### config.mk
export PLATFORM = sky130hd
export DESIGN_NAME = flag_timer_arbiter_flat
export DESIGN_NICKNAME = d
export VERILOG_FILES = /design/src/rtl/flag_timer_arbiter_if.sv /design/src/rtl/flag_timer_arbiter.sv /design/src/flat_wrapper.sv
export SDC_FILE = /design/constraint.sdc
export NUM_CORES = 1
export LEC_CHECK = 0
export CAP_MARGIN = 20
export CORE_MARGIN = 3
export CORE_UTILIZATION = 47
export CTS_BUF_LIST = sky130_fd_sc_hd__clkbuf_16
export DETAILED_ROUTE_END_ITERATION = 10
export PLACE_DENSITY_LB_ADDON = 0.1
export RECOVER_POWER = 100
export SLEW_MARGIN = 5
export SYNTH_ARGS = -nofsm -noshare
export SYNTH_HDL_FRONTEND = slang
export SYNTH_SLANG_ARGS = --single-unit
### constraint.sdc
create_clock -name clk_p -period 4.88 [get_ports clk_p]
set_input_delay 0.488 -clock clk_p [delete_from_list [all_inputs] [get_ports clk_p]]
set_output_delay 0.488 -clock clk_p [all_outputs]
set_load 0.02 [all_outputs]
### src/rtl/flag_timer_arbiter_if.sv
`default_nettype none
// ============================================================================
// Module   : flag_timer_arbiter_if
// Brief    : Requester-side bundle for the shared interval-timer arbiter.
// Revision : 1.0
// ============================================================================
interface flag_timer_arbiter_if #(
    parameter int N_REQ = 4,
    parameter int ID_W  = 2,
    parameter int N_BIT = 5
);
    logic [N_REQ-1:0]       req;
    logic [N_REQ*N_BIT-1:0] load_val;
    logic [N_REQ-1:0]       grant;
    logic [ID_W-1:0]        cur_id;
    logic                   busy;
    logic [N_BIT-1:0]       count;
    logic [N_REQ-1:0]       done;

    modport master (
        output req, load_val,
        input  grant, cur_id, busy, count, done
    );

    modport slave (
        input  req, load_val,
        output grant, cur_id, busy, count, done
    );
endinterface
`default_nettype wire

### src/rtl/flag_timer_arbiter.sv
`default_nettype none
// ============================================================================
// Module   : flag_timer_arbiter
// Brief    : Round-robin arbitration of one down-counting timer among N_REQ
//            requesters, with a one-cycle done pulse to the winner.
// Revision : 1.0
// ============================================================================
module flag_timer_arbiter #(
    parameter int N_REQ = 4,
    parameter int ID_W  = 2,
    parameter int N_BIT = 5
) (
    input  wire logic             clk_p,
    input  wire logic             rst_n,
    flag_timer_arbiter_if.slave   bus
);

    typedef enum logic [1:0] {
        ST_IDLE  = 2'd0,
        ST_COUNT = 2'd1,
        ST_DONE  = 2'd2
    } state_t;

    state_t             r_state;
    logic [N_REQ-1:0]   r_grant;
    logic [N_REQ-1:0]   r_done;
    logic [ID_W-1:0]    r_cur_id;
    logic [ID_W-1:0]    r_last;
    logic [N_BIT-1:0]   r_count;
    logic               r_busy;

    logic               w_found_hi;
    logic               w_found_lo;
    logic [ID_W-1:0]    w_hi_id;
    logic [ID_W-1:0]    w_lo_id;
    logic [ID_W-1:0]    w_win_id;
    logic               w_any;
    logic [N_REQ-1:0]   w_win_onehot;
    logic [N_BIT-1:0]   w_win_load;
    logic               w_owner_req;

    // Round-robin: lowest requesting index above r_last wins, else the
    // lowest requesting index at or below it (wrap-around).
    always_comb begin
        w_found_hi = 1'b0;
        w_found_lo = 1'b0;
        w_hi_id    = '0;
        w_lo_id    = '0;
        for (int i = N_REQ - 1; i >= 0; i--) begin
            if (bus.req[i]) begin
                if (ID_W'(i) > r_last) begin
                    w_found_hi = 1'b1;
                    w_hi_id    = ID_W'(i);
                end else begin
                    w_found_lo = 1'b1;
                    w_lo_id    = ID_W'(i);
                end
            end
        end
        w_any    = w_found_hi | w_found_lo;
        w_win_id = w_found_hi ? w_hi_id : w_lo_id;
    end

    always_comb begin
        w_win_onehot = '0;
        w_win_load   = '0;
        for (int i = 0; i < N_REQ; i++) begin
            if (ID_W'(i) == w_win_id) begin
                w_win_onehot[i] = w_any;
                w_win_load      = bus.load_val[i*N_BIT +: N_BIT];
            end
        end
    end

    assign w_owner_req = |(bus.req & r_grant);

    always_ff @(posedge clk_p or negedge rst_n) begin
        if (!rst_n) begin
            r_state  <= ST_IDLE;
            r_grant  <= '0;
            r_done   <= '0;
            r_cur_id <= '0;
            r_last   <= ID_W'(N_REQ - 1);
            r_count  <= '0;
            r_busy   <= 1'b0;
        end else begin
            r_done <= '0;
            case (r_state)
                ST_IDLE: begin
                    if (w_any) begin
                        r_grant  <= w_win_onehot;
                        r_cur_id <= w_win_id;
                        r_last   <= w_win_id;
                        r_count  <= w_win_load;
                        r_busy   <= 1'b1;
                        r_state  <= ST_COUNT;
                    end
                end
                ST_COUNT: begin
                    // Abort is tested first so a drop at count==0 yields no done.
                    if (!w_owner_req) begin
                        r_grant <= '0;
                        r_busy  <= 1'b0;
                        r_count <= '0;
                        r_state <= ST_IDLE;
                    end else if (r_count == '0) begin
                        r_done  <= r_grant;
                        r_state <= ST_DONE;
                    end else begin
                        r_count <= r_count - 1'b1;
                    end
                end
                ST_DONE: begin
                    r_grant <= '0;
                    r_busy  <= 1'b0;
                    r_count <= '0;
                    r_state <= ST_IDLE;
                end
                default: begin
                    r_grant <= '0;
                    r_busy  <= 1'b0;
                    r_count <= '0;
                    r_state <= ST_IDLE;
                end
            endcase
        end
    end

    assign bus.grant  = r_grant;
    assign bus.cur_id = r_cur_id;
    assign bus.busy   = r_busy;
    assign bus.count  = r_count;
    assign bus.done   = r_done;

endmodule
`default_nettype wire

### src/flat_wrapper.sv
// flat-port wrapper written by rule: the top's interface ports become plain ports
module flag_timer_arbiter_flat 
#(
    parameter int N_REQ = 4,
    parameter int ID_W  = 2,
    parameter int N_BIT = 5
)
  (clk_p, rst_n, bus_req, bus_load_val, bus_grant, bus_cur_id, bus_busy, bus_count, bus_done);
  flag_timer_arbiter_if #(.N_REQ(N_REQ), .ID_W(ID_W), .N_BIT(N_BIT)) bus_i ();
  input  wire logic clk_p;
  input  wire logic rst_n;
  input wire logic [$bits(bus_i.req)-1:0] bus_req;
  input wire logic [$bits(bus_i.load_val)-1:0] bus_load_val;
  output wire logic [$bits(bus_i.grant)-1:0] bus_grant;
  output wire logic [$bits(bus_i.cur_id)-1:0] bus_cur_id;
  output wire logic [$bits(bus_i.busy)-1:0] bus_busy;
  output wire logic [$bits(bus_i.count)-1:0] bus_count;
  output wire logic [$bits(bus_i.done)-1:0] bus_done;
  assign bus_i.req = bus_req;
  assign bus_i.load_val = bus_load_val;
  assign bus_grant = bus_i.grant;
  assign bus_cur_id = bus_i.cur_id;
  assign bus_busy = bus_i.busy;
  assign bus_count = bus_i.count;
  assign bus_done = bus_i.done;
  flag_timer_arbiter #(.N_REQ(N_REQ), .ID_W(ID_W), .N_BIT(N_BIT)) u_core (.clk_p(clk_p), .rst_n(rst_n), .bus(bus_i));
endmodule
==> impl_metrics.tcl, run 1 <==
set metrics [dict create \
    placed_area_um2 1590 \
    diodes 0 \
    die_h_um 56.0 \
    status "finished clean" \
    syn_area_per_cell_um2 9.78 \
    place_ws_ps 2480 \
    cp-start-kind "input pin" \
    syn_area_um2 1170 \
    finish.instance_area_um2 1660 \
    yosys_warnings 0 \
    worstMarginPinSlew_ps 1070 \
    dieArea_um2 3130 \
    portBuffers 41 \
    area_growth_pct 41.3 \
    yosysSeqAreaShare_pct 42.9 \
    die_x_um 56.0 \
    grt_pass1_wl_mm 5.44 \
    min_period_ps 2470 \
    holdCritStartpoint "u_core.bus.cur_id[1]" \
    synthFlopType "dfrtp_1" \
    ys_types 40 \
    setup.worst_path.end_class "register" \
    nets 189 \
    wl_per_cell_um 17.7 \
    drtPass1Iterations 4 \
    cts.sinks 20 \
    clock_skew_ps 6.50 \
    synth_cells 120 \
    powerDensity_nw_per_um2 577 \
    timing.fmax_ghz 0.405 \
    ys_ff_latch 20 \
    holdCritPathClass "register to register" \
    crit_path_start "bus_req[0]" \
    synthArstFlopShare_pct 100 \
    hpwl_mm 2.42 \
    grt_max_degree 21 \
    cts_tree "built" \
    post_cts_buffers 0 \
    drt-initial-drc-count 37 \
    crit_required_ps 5050 \
    nFillCells 175 \
    mostFrequentLayoutCell "clkdlybuf4s50_1" \
    clockRootBuffer "clkbuf_16" \
    register_area_um2 503 \
    routed_wl_mm 3.35 \
    rsz0062_at_grt "false" \
    synth_edf_count 0 \
    antenna_found_initial 0 \
    cp_max_fo 9 \
    ios 42 \
    multi_input_area_um2 616 \
    start_util_pct 51.1 \
    setup_violations 0 \
    clk_pin_slew_ps 60 \
    crit_type "input pin to register" \
    postLayoutSetupSlackWorst_ps 2410 \
    leakagePower_uw 0.000722 \
    overflow 0 \
    clk_latency_ps 260 \
    postRouteAntennaNets 0 \
    max_cap_viol_count 0 \
    hold_violations 0 \
    htreeDepth 1 \
    finalCritPeriodShare_pct 50.6 \
    drc 0 \
    fin_util_pct 72.2 \
    core_area_um2 2300 \
    grt_pass1_vias 1106 \
    r2r-start "u_core.bus.count[0]" \
    gp_congestion 0.800 \
    syn_nets 147 \
    vias_per_cell 6.14 \
    rows 17 \
    clk_path_buf_depth 2 \
    post_cts_resized 0 \
    cts-buffers-inserted 3 \
    grt_usage_pct 22.4 \
    peakVddDrop_v 0.000386 \
    layout-drive-gt1-share_pct 6.83 \
    final_cell_mix "clkdlybuf4s50_1, dlygate4sd3_1, dfrtp_1" \
    cp.arrival_ps 2650 \
    relSlewSlack_pct 27.7 \
    num_vias 1160 \
    cts_hold_buf 0 \
    final.setup.tns_ps 0 \
    slew_violations 0 \
]
[worst max-delay path, cell delays in order]
cell,delay (ps)
dlygate4sd3_1,680
nor4_1,110
nor3_1,790
o221ai_1,320
o21ai_0,240
[metal layers]
layer,up-vias,part of all wire (%),track usage (%)
met1,564,41,27.4
li1,540,-,-
met3,9,5.8,5.80
met4,0,2.0,8.81
met2,47,51,37.6
met5,-,0,0
[synth_stat cells (2+ instances only)]
library cell / instances / share of area (%)
a21o_1: 2 / 1.3
a21boi_0: 4 / 2.6
nand2_1: 8 / 2.6
o21ai_0: 11 / 4.7
o211a_1: 2 / 1.7
a21oi_1: 7 / 3.0
and2_1: 6 / 3.2
nor2_1: 6 / 1.9
a211oi_1: 5 / 3.2
dfstp_2: 2 / 4.5
a22o_1: 6 / 4.5
dfrtp_1: 18 / 38
o221ai_1: 5 / 3.7
nor2b_1: 4 / 2.1
o21ai_1: 3 / 1.3
inv_1: 4 / 1.3
nor4_1: 2 / 1.1
buf_2: 2 / 0.85
or2_2: 2 / 1.1
[path summary, 6_finish.rpt]
path                                         to  slack (ps)  cells after the start
max in group asynchronous   u_core.bus.count[0]        3500                      1
max                         u_core.bus.count[2]        2410                      5
min                        u_core.bus.cur_id[1]         470                      1
min in group asynchronous   u_core.bus.count[1]         810                      1
min reg2reg                u_core.bus.cur_id[1]         470                      1
max reg2reg                 u_core.bus.count[0]        2490                      7
[area by class of cell]
cell class	count	area share, %
multi-input cells	92	37.1
flip-flops and latches	20	30.3
repair buffers	41	24.8
clock buffers	3	4.53
well taps	28	2.11
inverters	4	0.906
clock inverters	1	0.226
[power breakdown]
| part | leakage, uW | internal [uW] | total (uW) | switching, uW |
|---|---|---|---|---|
| sequential | 0.000255 | 235 | 309 | 75.0 |
| clock | 0.0000423 | 109 | 172 | 62.5 |
| combinational | 0.000425 | 206 | 476 | 269 |
| total | 0.000722 | 550 | 957 | 407 |
[flip-flops by register name, indices dropped and copies added, names as in the netlist]
| register | cells |
|---|---|
| u_core.bus.busy | 1 |
| u_core.bus.count | 5 |
| u_core.bus.cur_id | 2 |
| u_core.bus.done | 4 |
| u_core.bus.grant | 4 |
| u_core.r_last | 2 |
| u_core.r_state | 2 |
[per-stage QoR]
step,total power (uW),hold WS [ps],std cells
2_1_floorplan,618,192,120
3_3_place_gp,786,461,185
3_5_place_dp,800,469,185
4_1_cts,979,481,189
5_1_grt,1010,522,189
6_report,957,469,189
[logic make-up after synthesis]
family	count (synthesis)	synth area share [%]
fa+ha+maj	1	1.07
flops	20	42.9
compound gates	52	31.8
simple gates	38	19.8
xor+xnor	1	0.746
buf+inv	8	3.73
Power figures use the tool's default switching activity.
==> inputs of run 2 (changes only) <==
Settings changed: CORE_UTILIZATION 47 to 44.
Clock period 4.88 ns to 2.5 ns, I/O delays scaled along.
==> run 2 against run 1 <==
Net effect:
- global-route usage shrank 1.7 points
- clock-buffer cell count is the same
- sequential share of layout area shrank 0.76 points
- clock skew shrank 2.0 ps
- hold slack improved by 14 ps
- sequential cell count stayed put
- critical path depth unchanged
- utilization decreased by 4.1 points
- largest power group unchanged
- sequential power grew 97%
- first-iteration DRC count shrank 62%
==> impl_metrics.tcl, run 2 (synthesis results as in run 1) <==
set metrics [dict create \
    status "finished clean" \
    die_x_um 57.6 \
    regToRegSetupSlack_ps 580 \
    wl_per_cell_um 16.4 \
    mostFrequentLayoutCell "clkdlybuf4s50_1" \
    start_util_pct 46.9 \
    clkPwrFrac_pct 22.5 \
    num_vias 1126 \
    ios 42 \
    nFillCells 195 \
    crit_type "input pin to register" \
    drc 0 \
    drtPass1Iterations 4 \
    leakagePower_uw 0.000739 \
    min_period_ps 2170 \
    cp_max_fo 9 \
    relSlewSlack_pct 37.6 \
    powerDensity_nw_per_um2 1170 \
    power_frac_comb_pct 46.8 \
    gp_congestion 0.810 \
    post_cts_buffers 0 \
    r2r-start "u_core.bus.count[0]" \
    setup_violations 0 \
    reg2reg_depth 7 \
    htreeDepth 1 \
    setup.worst_path.end_class "register" \
    clock_skew_ps 4.48 \
    area_growth_pct 44.9 \
    final.setup.tns_ps 0 \
    hold_violations 0 \
    rows 18 \
    grt_usage_pct 20.7 \
    cts.sinks 20 \
    holdCritPathClass "register to register" \
    die_h_um 57.6 \
    cp.arrival_ps 2320 \
    crit_path_start "bus_req[1]" \
    cts_tree "built" \
    crit_required_ps 2640 \
    crit_end "u_core.bus.grant[3]" \
    routed_wl_mm 3.16 \
    drt-initial-drc-count 14 \
    grt_pass1_wl_mm 5.32 \
    dieArea_um2 3320 \
    antenna_found_initial 0 \
    peakVddDrop_v 0.000733 \
    largest_reg_flops 5 \
    timing.fmax_ghz 0.460 \
    max_cap_viol_count 0 \
    portBuffers 41 \
    post_cts_resized 0 \
    seq_power_share_pct 30.6 \
    postRouteAntennaNets 0 \
    clk_latency_ps 250 \
    power_switching_uw 790 \
    vias_per_cell 5.86 \
    rr_endpoint "u_core.bus.count[0]" \
    clk_path_buf_depth 2 \
    grt_pass1_vias 1081 \
    rsz0062_at_grt "false" \
    slew_violations 0 \
    totalPowerFinal_uw 1980 \
    overflow 0 \
    cts_hold_buf 0 \
    p_int_uw 1190 \
    layout-drive-gt1-share_pct 8.64 \
    hpwl_mm 2.34 \
    worstMarginPinSlew_ps 933 \
    nets 190 \
    clockRootBuffer "clkbuf_16" \
    diodes 0 \
    core_area_um2 2500 \
    final_cell_mix "clkdlybuf4s50_1, dlygate4sd3_1, dfrtp_1" \
    finalCritPeriodShare_pct 87.0 \
    cts-buffers-inserted 3 \
    p_sw_share_pct 39.8 \
    cp-start-kind "input pin" \
    grt_max_degree 21 \
    clk_pin_slew_ps 60 \
]
[run 2: worst min-delay path by stage]
stage	start	to	slack, ps	depth (start not counted)
after floorplan	rst_n	u_core.bus.busy	-50	0
after global placement	u_core.bus.busy	u_core.bus.busy	470	2
after detailed placement	u_core.bus.busy	u_core.bus.busy	470	2
after CTS	u_core.bus.cur_id[1]	u_core.bus.cur_id[1]	490	1
after global routing	u_core.bus.cur_id[1]	u_core.bus.cur_id[1]	530	1
final	u_core.bus.cur_id[1]	u_core.bus.cur_id[1]	480	1
[run 2: through the flow]
step	area, um^2	worst slack (ps)	cells	util, %	hold WS, ps
2_1_floorplan	1170	773	120	-	-45.6
3_3_place_gp	1600	365	188	64.0	465
3_5_place_dp	1600	321	188	64.0	475
4_1_cts	1710	553	192	68.2	493
5_1_grt	1700	182	192	68.0	532
6_report	1700	325	192	68.0	483
[run 2: critical path, stage by stage]
cell,delay (ps)
dlygate4sd3_1,640
nor4_1,590
nor3_1,300
and2_0,280
a22o_1,250
[run 2: routing by layer]
| metal | wire [um] | global-route usage [%] | share of wire [%] | vias up |
|---|---|---|---|---|
| met5 | 0 | 0 | 0 | - |
| met4 | 20 | 4.97 | 0.63 | 0 |
| met3 | 182 | 6.46 | 5.8 | 4 |
| met2 | 1570 | 32.7 | 50 | 41 |
| met1 | 1390 | 27.9 | 44 | 538 |
| li1 | - | - | - | 543 |
[run 2: layout make-up]
type / instances / area, um^2 / area share [%]
clock buffers: 3 / 75.1 / 4.42
flip-flops and latches: 20 / 503 / 29.6
clock inverters: 1 / 30.0 / 1.77
repair buffers: 42 / 418 / 24.6
multi-input cells: 92 / 622 / 36.6
well taps: 30 / 37.5 / 2.21
inverters: 4 / 15.0 / 0.883
[run 2: power by group through the flow]
stage	logic, uW	clock network (uW)	registers [uW]
3_3_place_gp	948	0	609
3_5_place_dp	961	0	616
6_report	928	447	608
2_1_floorplan	542	0	664
4_1_cts	971	451	612
5_1_grt	1020	463	632
==> inputs of run 3 (changes only) <==
Settings changed: CORE_MARGIN 3 to not set, CORE_UTILIZATION 44 to 47.
Clock period 2.5 ns to 2.8 ns, I/O delays scaled along.
==> run 3 against run 2 <==
Net effect:
- sequential share of layout area up 0.26 points
- clock skew down 1.7 ps
- die area down 19%
- total power down 12%
- design area down 0.88%
==> impl_metrics.tcl, run 3 (synthesis results as in run 1) <==
set metrics [dict create \
    crit_required_ps 2940 \
    mostFrequentLayoutCell "clkdlybuf4s50_1" \
    final.setup.tns_ps 0 \
    path_delay_family "compound AO/OA/AOI/OAI gates" \
    setup_violations 0 \
    ios 42 \
    timing.fmax_ghz 0.436 \
    cts-buffers-inserted 3 \
    holdCritStartpoint "u_core.bus.cur_id[1]" \
    area_growth_pct 43.6 \
    dieArea_um2 2700 \
    min_period_ps 2300 \
    hpwl_mm 2.30 \
    finalCritPeriodShare_pct 82.0 \
    clock_skew_ps 2.76 \
    holdCritPathClass "register to register" \
    routed_wl_mm 3.04 \
    worstMarginPinSlew_ps 1050 \
    hold_violations 0 \
    leakagePower_uw 0.000728 \
    core_area_um2 2280 \
    nFillCells 163 \
    grt_usage_pct 24.9 \
    path_cells "dlygate4sd3_1 -> a22o_1 -> o21ai_0 -> nand2_1 -> a22o_1" \
    rsz0062_at_grt "false" \
    slowest_delay_ps 650 \
    vias_per_cell 6.13 \
    crit_path_frequent_cell "a22o_1" \
    wl_per_cell_um 16.1 \
    path_buf_inv 1 \
    layout-drive-gt1-share_pct 7.45 \
    start_util_pct 51.6 \
    antenna_found_initial 0 \
    cp.arrival_ps 2440 \
    rr_endpoint "u_core.bus.grant[0]" \
    post_cts_resized 0 \
    grt_pass1_vias 1048 \
    cts_tree "built" \
    whs_path_depth 1 \
    grt_max_degree 21 \
    portBuffers 41 \
    drt-initial-drc-count 39 \
    diodes 0 \
    cts.sinks 20 \
    postRouteAntennaNets 0 \
    die_x_um 52.0 \
    clk_latency_ps 250 \
    slowest_stage "dlygate4sd3_1" \
    setup.worst_path.end_class "register" \
    regToRegSetupSlack_ps 820 \
    clk_path_buf_depth 2 \
    clockRootBuffer "clkbuf_16" \
    powerDensity_nw_per_um2 1030 \
    slew_violations 0 \
    relSlewSlack_pct 29.5 \
    nets 189 \
    gp_congestion 0.929 \
    clk_pin_slew_ps 60 \
    holdWs_ps 471 \
    drc 0 \
    status "finished clean" \
    peakVddDrop_v 0.000657 \
    largest_reg_flops 5 \
    r2r-start "u_core.bus.grant[2]" \
    final_cell_mix "clkdlybuf4s50_1, dlygate4sd3_1, dfrtp_1" \
    cp_max_fo 9 \
    die_h_um 52.0 \
    grt_pass1_wl_mm 4.93 \
    hold-path-endpoint "u_core.bus.cur_id[1]" \
    reg2reg_depth 4 \
    crit_type "input pin to register" \
    post_cts_buffers 0 \
    drtPass1Iterations 4 \
    rows 17 \
    max_cap_viol_count 0 \
    cts_hold_buf 0 \
    num_vias 1159 \
    cp-start-kind "input pin" \
    htreeDepth 1 \
    overflow 0 \
]
[run 3: power breakdown]
group | switching (uW) | internal [uW]
registers | 129 | 409
logic | 454 | 360
clock network | 108 | 284
[run 3: how the worst max path moves through the flow]
stage,to,start,cells past startpoint,slack [ps]
CTS,u_core.bus.count[1],bus_req[1],6,810
global placement,u_core.bus.count[1],bus_req[1],6,660
detailed placement,u_core.bus.count[1],bus_req[1],6,560
global route,u_core.bus.grant[0],bus_req[1],5,330
floorplan,u_core.bus.count[0],u_core.bus.count[0],7,1070
finish,u_core.bus.grant[0],bus_req[1],5,500
[run 3: through the flow]
step | instances | cell area (um^2) | util, % | worst slack [ps] | total power, uW
2_1_floorplan | 120 | 1170 | - | 1070 | 1080
3_3_place_gp | 185 | 1590 | 69.9 | 659 | 1370
3_5_place_dp | 185 | 1590 | 69.9 | 563 | 1390
4_1_cts | 189 | 1700 | 74.5 | 808 | 1790
5_1_grt | 189 | 1690 | 74.1 | 330 | 1870
6_report | 189 | 1690 | 74.1 | 504 | 1740
[run 3: layout make-up]
type                       instances  area (um^2)  share of cell area, %
tap                               28         35.0                   2.08
sequential                        20          503                   29.8
clock inverter                     1         30.0                   1.78
timing repair buffer              41          410                   24.4
multi-input combinational         92          617                   36.6
inverter                           4         15.0                  0.891
clock buffer                       3         75.1                   4.45
[run 3: worst register-to-register path, stage by stage, from the launching register on]
cell and delay [ps]:
dfrtp_1 400, a22o_1 270, o21ai_0 630, nand2_1 270, a22o_1 300
[run 3: per-layer routing]
metal | wire, um | track usage, % | share of wire [%] | vias to the layer above
li1 | - | - | - | 547
met1 | 1310 | 34.7 | 43 | 553
met2 | 1480 | 38.2 | 48 | 53
met3 | 211 | 4.97 | 6.9 | 6
met4 | 42 | 8.56 | 1.4 | 0
met5 | 0 | 0 | 0 | -
